--- src/rtl/quad_pkg.sv ---
// Shared types and Gray-code helpers for the quadrature step decoder.
package quad_pkg;

    typedef enum logic {INIT, TRACK} fsm_t;

    typedef enum logic [1:0] {STEP_NONE, STEP_FWD, STEP_REV, STEP_ERR} step_t;

    // Channel levels packed as {A,B}, listed in forward rotation order.
    localparam logic [1:0] Q00 = 2'b00;
    localparam logic [1:0] Q10 = 2'b10;
    localparam logic [1:0] Q11 = 2'b11;
    localparam logic [1:0] Q01 = 2'b01;

    // Forward successor of a Gray level: 00 -> 10 -> 11 -> 01 -> 00.
    function automatic logic [1:0] next_fwd(input logic [1:0] ab);
        logic [1:0] nf;
        case (ab)
            Q00:     nf = Q10;
            Q10:     nf = Q11;
            Q11:     nf = Q01;
            default: nf = Q00;
        endcase
        return nf;
    endfunction

endpackage

--- src/rtl/quad_glitch_filter.sv ---
// One quadrature channel: metastability synchronizer followed by a
// persistence filter that only passes levels held for FILTER_LEN cycles.
module quad_glitch_filter #(
    parameter int SYNC_STAGES = 2,
    parameter int FILTER_LEN  = 4
) (
    input  logic Clock_i,
    input  logic Reset_n_i,
    input  logic raw_i,
    input  logic load_i,
    output logic filt_o
);

    localparam int CW = (FILTER_LEN > 1) ? $clog2(FILTER_LEN) : 1;
    localparam logic [CW-1:0] CNT_LAST = CW'(FILTER_LEN - 1);

    logic [SYNC_STAGES-1:0] sync_q;
    logic                   sync_lvl;
    logic [CW-1:0]          cnt_q, cnt_d;
    logic                   filt_q, filt_d;

    assign sync_lvl = sync_q[SYNC_STAGES-1];

    // Shift the raw level through the synchronizer chain.
    always_ff @(posedge Clock_i or negedge Reset_n_i) begin
        if (!Reset_n_i) sync_q <= '0;
        else            sync_q <= {sync_q[SYNC_STAGES-2:0], raw_i};
    end

    // Filtered level follows the synchronized level only after it has
    // disagreed for FILTER_LEN consecutive cycles; load_i bypasses this.
    always_comb begin
        cnt_d  = '0;
        filt_d = filt_q;
        if (load_i) begin
            filt_d = sync_lvl;
        end else if (sync_lvl != filt_q) begin
            if (cnt_q == CNT_LAST) filt_d = sync_lvl;
            else                   cnt_d  = cnt_q + CW'(1);
        end
    end

    // Filter state registers.
    always_ff @(posedge Clock_i or negedge Reset_n_i) begin
        if (!Reset_n_i) begin
            cnt_q  <= '0;
            filt_q <= 1'b0;
        end else begin
            cnt_q  <= cnt_d;
            filt_q <= filt_d;
        end
    end

    assign filt_o = filt_q;

endmodule

--- src/rtl/quad_step_decoder.sv ---
// Quadrature input front end: filters both channels, decodes Gray
// transitions and accumulates them into one Up/Down pulse per detent.
module quad_step_decoder
    import quad_pkg::*;
#(
    parameter int SYNC_STAGES = 2,
    parameter int FILTER_LEN  = 4,
    parameter int DETENT_DIV  = 4
) (
    input  logic Clock_i,
    input  logic Reset_n_i,
    input  logic QuadA_i,
    input  logic QuadB_i,
    input  logic Enable_i,
    input  logic ErrorClr_i,
    output logic Up_o,
    output logic Down_o,
    output logic Error_o
);

    localparam int AW       = $clog2(DETENT_DIV) + 1;
    localparam int INIT_CYC = SYNC_STAGES + FILTER_LEN;
    localparam int IW       = $clog2(INIT_CYC + 1);

    localparam logic signed [AW-1:0] ACC_MAX = AW'(DETENT_DIV - 1);
    localparam logic signed [AW-1:0] ACC_MIN = -ACC_MAX;
    localparam logic signed [AW-1:0] ACC_ONE = AW'(1);

    logic                 filt_a, filt_b;
    logic [1:0]           filt_ab, prev_q;
    fsm_t                 state_q;
    logic [IW-1:0]        init_cnt_q;
    logic                 load;
    step_t                step;
    logic signed [AW-1:0] acc_q, acc_d;
    logic                 up_q, up_d, dn_q, dn_d, err_q, err_d;

    // While in INIT the filters adopt the synchronized levels directly so
    // whatever level the inputs rest at becomes the starting reference.
    assign load = (state_q == INIT);

    quad_glitch_filter #(.SYNC_STAGES(SYNC_STAGES), .FILTER_LEN(FILTER_LEN)) u_filt_a (
        .Clock_i  (Clock_i),
        .Reset_n_i(Reset_n_i),
        .raw_i    (QuadA_i),
        .load_i   (load),
        .filt_o   (filt_a)
    );

    quad_glitch_filter #(.SYNC_STAGES(SYNC_STAGES), .FILTER_LEN(FILTER_LEN)) u_filt_b (
        .Clock_i  (Clock_i),
        .Reset_n_i(Reset_n_i),
        .raw_i    (QuadB_i),
        .load_i   (load),
        .filt_o   (filt_b)
    );

    assign filt_ab = {filt_a, filt_b};

    // Stay in INIT long enough for the synchronizer and filter to settle.
    always_ff @(posedge Clock_i or negedge Reset_n_i) begin
        if (!Reset_n_i) begin
            state_q    <= INIT;
            init_cnt_q <= '0;
        end else begin
            case (state_q)
                INIT: begin
                    if (init_cnt_q == IW'(INIT_CYC - 1)) begin
                        state_q    <= TRACK;
                        init_cnt_q <= '0;
                    end else begin
                        init_cnt_q <= init_cnt_q + IW'(1);
                    end
                end
                TRACK:   state_q <= TRACK;
                default: state_q <= INIT;
            endcase
        end
    end

    // Previous filtered level, the reference for transition decode.
    always_ff @(posedge Clock_i or negedge Reset_n_i) begin
        if (!Reset_n_i) prev_q <= '0;
        else            prev_q <= filt_ab;
    end

    // Classify the prev -> cur transition against the Gray rotation.
    always_comb begin
        step = STEP_NONE;
        if (filt_ab == prev_q)                step = STEP_NONE;
        else if (next_fwd(prev_q) == filt_ab) step = STEP_FWD;
        else if (next_fwd(filt_ab) == prev_q) step = STEP_REV;
        else                                  step = STEP_ERR;
    end

    // Detent accumulator and pulse/error next-state; set beats clear.
    always_comb begin
        acc_d = acc_q;
        up_d  = 1'b0;
        dn_d  = 1'b0;
        err_d = err_q & ~ErrorClr_i;
        if (state_q == TRACK) begin
            case (step)
                STEP_ERR: begin
                    acc_d = '0;
                    err_d = 1'b1;
                end
                STEP_FWD: begin
                    if (acc_q == ACC_MAX) begin
                        up_d  = Enable_i;
                        acc_d = '0;
                    end else begin
                        acc_d = acc_q + ACC_ONE;
                    end
                end
                STEP_REV: begin
                    if (acc_q == ACC_MIN) begin
                        dn_d  = Enable_i;
                        acc_d = '0;
                    end else begin
                        acc_d = acc_q - ACC_ONE;
                    end
                end
                default: acc_d = acc_q;
            endcase
        end
        if (!Enable_i) acc_d = '0;
    end

    // Registered accumulator and outputs.
    always_ff @(posedge Clock_i or negedge Reset_n_i) begin
        if (!Reset_n_i) begin
            acc_q <= '0;
            up_q  <= 1'b0;
            dn_q  <= 1'b0;
            err_q <= 1'b0;
        end else begin
            acc_q <= acc_d;
            up_q  <= up_d;
            dn_q  <= dn_d;
            err_q <= err_d;
        end
    end

    assign Up_o    = up_q;
    assign Down_o  = dn_q;
    assign Error_o = err_q;

endmodule

--- config.mk ---
export PLATFORM = sky130hd
export DESIGN_NAME = quad_step_decoder
export DESIGN_NICKNAME = d
export VERILOG_FILES = /design/src/rtl/quad_pkg.sv /design/src/rtl/quad_glitch_filter.sv /design/src/rtl/quad_step_decoder.sv
export SDC_FILE = /design/constraint.sdc
export NUM_CORES = 1
export LEC_CHECK = 0
export CORE_MARGIN = 2
export CORE_UTILIZATION = 55
export CTS_CLUSTER_DIAMETER = 30
export CTS_CLUSTER_SIZE = 10
export DETAILED_ROUTE_END_ITERATION = 12
export PLACE_DENSITY = 0.84
export SLEW_MARGIN = 10
export SYNTH_ARGS = -nofsm -noshare
export SYNTH_HDL_FRONTEND = slang
export SYNTH_SLANG_ARGS = --single-unit
export TNS_END_PERCENT = 20
--- constraint.sdc ---
create_clock -name Clock_i -period 2.1 [get_ports Clock_i]
set_input_delay 0.315 -clock Clock_i [delete_from_list [all_inputs] [get_ports Clock_i]]
set_output_delay 0.315 -clock Clock_i [all_outputs]
set_load 0.005 [all_outputs]
==> results.py <==
metrics = {
    "pwr": {
        "p_sw_frac": 0.3739,
        "combPwrFrac": 0.473,
        "p_leak_nw": 0.5808,
        "switchingPower_mw": 0.5922,
        "power_frac_clock": 0.143,
        "p_int_mw": 0.9918,
        "p_seq_frac": 0.384,
        "ir_drop_mv": 0.8015,
        "power.density_nw_per_um2": 1316,
    },
    "placed_design": {
        "gp_congestion": 0.8526,
        "dp_hpwl_um": 1245,
        "postPlaceCellArea_um2": 1151,
        "io_buffers": 8,
        "dp_cells": 126,
        "dpl_worst_slack_ns": 0.1101,
    },
    "synthesis": {
        "syn-num-nets": 109,
        "synthArstFlopShare": 1.000,
        "yosysSeqAreaShare": 0.5282,
        "syn_inst": 94,
        "postSynthAreaPerCell_um2": 11.09,
        "ys_warn_count": 0,
        "synth_edf_count": 0,
        "synth.area.top_cells": "dfrtp_1 (53%), ha_1 (11%), nand2_1 (3.2%)",
        "ys_ff_latch": 22,
        "netlist_area_um2": 1042,
        "yosys_most_used_dff": "dfrtp_1",
        "synth_top_cell_by_area": "dfrtp_1",
        "yosys.area.top_type_share": 0.5282,
        "yosysUniqueCellTypes": 30,
    },
    "detailed_routing": {
        "drc": 0,
        "via_per_inst": 5.371,
        "drt_pre_antenna_iters": 4,
        "vias": 709,
        "ant_nets": 0,
        "routedWlPerCell_um": 12.34,
        "drtIter0Drc": 14,
        "wirelength_um": 1629,
    },
    "global_routing": {
        "grt_pass1_vias": 660,
        "overflow": 0,
        "grt_pass1_wl_um": 2642,
        "antenna_found_initial": 0,
        "grt_use_total": 0.1727,
        "grt_max_degree": 23,
    },
    "floorplanning": {
        "ios": 9,
        "die_h_um": 47.53,
        "row_count": 15,
        "fp.dieArea_um2": 2259,
        "core_area_um2": 1745,
        "initial_utilization": 0.5971,
        "die_w_um": 47.53,
    },
    "final_layout": {
        "layout_common_cells": "dfrtp_1 (21), nand2_1 (9), ha_1 (9), clkdlybuf4s50_1 (8), inv_1 (7)",
        "final_common_cell": "dfrtp_1",
        "antenna_cells_inserted": 0,
        "n_fill_cell": 134,
        "stdcell_count": 132,
        "drive_gt1_frac": 0.1308,
        "areaGrowthSynthToFinish_pct": 15.49,
        "design_area_um2": 1204,
        "nNetsFinal": 123,
    },
    "sta": {
        "fmax_ghz": 0.5200,
        "setup_viol": 0,
        "whs_ns": 0.3364,
        "maxSlewViolCount": 0,
        "timing.final.hold_violations": 0,
        "rsz0062_at_grt": "false",
        "period_share": 0.9158,
        "maxSlewHeadroom": 0.7585,
        "finalClockSkew_ns": 0.001000,
        "finalWorstSetupSlack_ns": 0.1769,
        "fin_tns_setup_ns": 0,
        "post-route-min-period_ns": 1.923,
        "max_slew.worst_pin.slew_ns": 0.3622,
    },
    "worst_hold_path": {
        "hp-class": "input port to async pin",
    },
    "cts": {
        "clock-sinks": 22,
        "htree_levels": 1,
        "cts_tree": "done",
        "clockRootBuffer": "clkbuf_4",
        "numCtsBuffers": 3,
        "clockBufferDepth": 2,
        "hold_buffers": 0,
        "insertion_delay_ns": 0.30,
        "path_clk_slew_ns": 0.11,
    },
    "job": {
        "cap_viol_max_count": 0,
    },
    "worst_setup_path": {
        "worst_ep_required_time_ns": 2.30,
        "endpoint": "acc_q[2]",
        "setup.worst_path.end_class": "register",
        "critPathMaxFanout": 6,
        "critPathKind": "register to register",
        "arrival_ns": 2.12,
        "worstRegToRegCells": 9,
        "startpoint": "u_filt_a.filt_o",
        "r2r-start": "u_filt_a.filt_o",
        "startpoint_type": "register",
        "r2r_end": "acc_q[2]",
        "rrSetupSlack_ns": 0.18,
    },
    "outcome": {
        "status": "completed",
    },
}
[synth_stat cells, types with 2 or more instances]
cell and number:
mux2_2 2, o21ai_0 5, buf_2 2, nand2b_1 5
a21o_1 2, nand2_1 9, inv_1 7, xnor2_1 2
and3_1 2, a21oi_1 3, nor2b_1 2, nor3_1 3
nor2_1 4, ha_1 9, dfrtp_1 22
[metrics by stage]
stage | utilization | power, mW
2_1_floorplan | - | 1.144
3_3_place_gp | 0.6595 | 1.277
3_5_place_dp | 0.6595 | 1.320
4_1_cts | 0.6803 | 1.551
5_1_grt | 0.6896 | 1.738
6_report | 0.6896 | 1.584
[sequential cells by signal (all words and copies together) (netlist names)]
signal,flops
state_q,1
Up_o,1
Error_o,1
init_cnt_q,3
u_filt_b.cnt_q,2
u_filt_a.filt_o,1
prev_q,2
acc_q,3
u_filt_a.cnt_q,2
u_filt_b.sync_q,2
u_filt_a.sync_q,2
Down_o,1
u_filt_b.filt_o,1
[critical path, cell delays in order (launching register included)]
cell      delay, ns
dfrtp_2        0.46
buf_4          0.16
a21oi_1        0.13
nor2_1         0.06
a21o_1         0.16
ha_1           0.29
nand2b_1       0.07
a21boi_2       0.22
nor2_1         0.07
o22a_1         0.20
[metal layers]
metal / track usage / vias to the layer above / routed length (um) / share of wire
met5: 0 / - / 0 / 0
met4: 0.08108 / 0 / 42 / 0.026
met3: 0.05660 / 6 / 81 / 0.050
met2: 0.2919 / 18 / 763 / 0.47
met1: 0.1981 / 338 / 742 / 0.46
li1: - / 347 / - / -
[worst min-delay path by stage]
stage,to,from,cells after the start,slack [ns]
final,Up_o,Reset_n_i,2,0.34
after CTS,Up_o,Reset_n_i,2,0.35
after floorplan,Down_o,Reset_n_i,0,0.02
after detailed placement,u_filt_a.sync_q[1],u_filt_a.sync_q[0],0,0.34
after global placement,u_filt_a.sync_q[1],u_filt_a.sync_q[0],0,0.33
after global routing,Up_o,Reset_n_i,2,0.34
[logic make-up (layout without fill, tap and decap cells)]
group | count (synthesis) | count (layout) | share of synthesized area
buffers and inverters | 9 | 22 | 0.03482
AND/OR/NAND/NOR | 29 | 29 | 0.1464
adder cells (fa/ha/maj) | 9 | 9 | 0.1080
XOR/XNOR | 3 | 3 | 0.02521
multiplexers | 3 | 3 | 0.03121
flip-flops | 22 | 22 | 0.5282
AO/OA/AOI/OAI | 19 | 19 | 0.1260
[power by group through the flow]
stage / Clock [mW] / Combinational [mW] / Sequential, mW
2_1_floorplan: 0 / 0.562 / 0.583
3_3_place_gp: 0 / 0.666 / 0.611
3_5_place_dp: 0 / 0.700 / 0.620
4_1_cts: 0.232 / 0.708 / 0.611
5_1_grt: 0.253 / 0.859 / 0.626
6_report: 0.227 / 0.749 / 0.608
[area by class of cell]
cell class	count	area, um^2	area share
Inverter	7	26.28	0.02183
Multi-Input combinational cell	63	455.4	0.3784
Clock buffer	4	36.28	0.03015
Tap cell	25	31.28	0.02599
Sequential cell	22	551.8	0.4584
Timing Repair Buffer	11	102.6	0.08524
[repair_timing]
| action | CTS | global route |
|---|---|---|
| buffers inserted | 0 | 2 |
| resized for setup | 0 | 2 |
| endpoints found under the setup margin | 0 | 2 |
No activity file was read; power rests on OpenSTA's default activity.
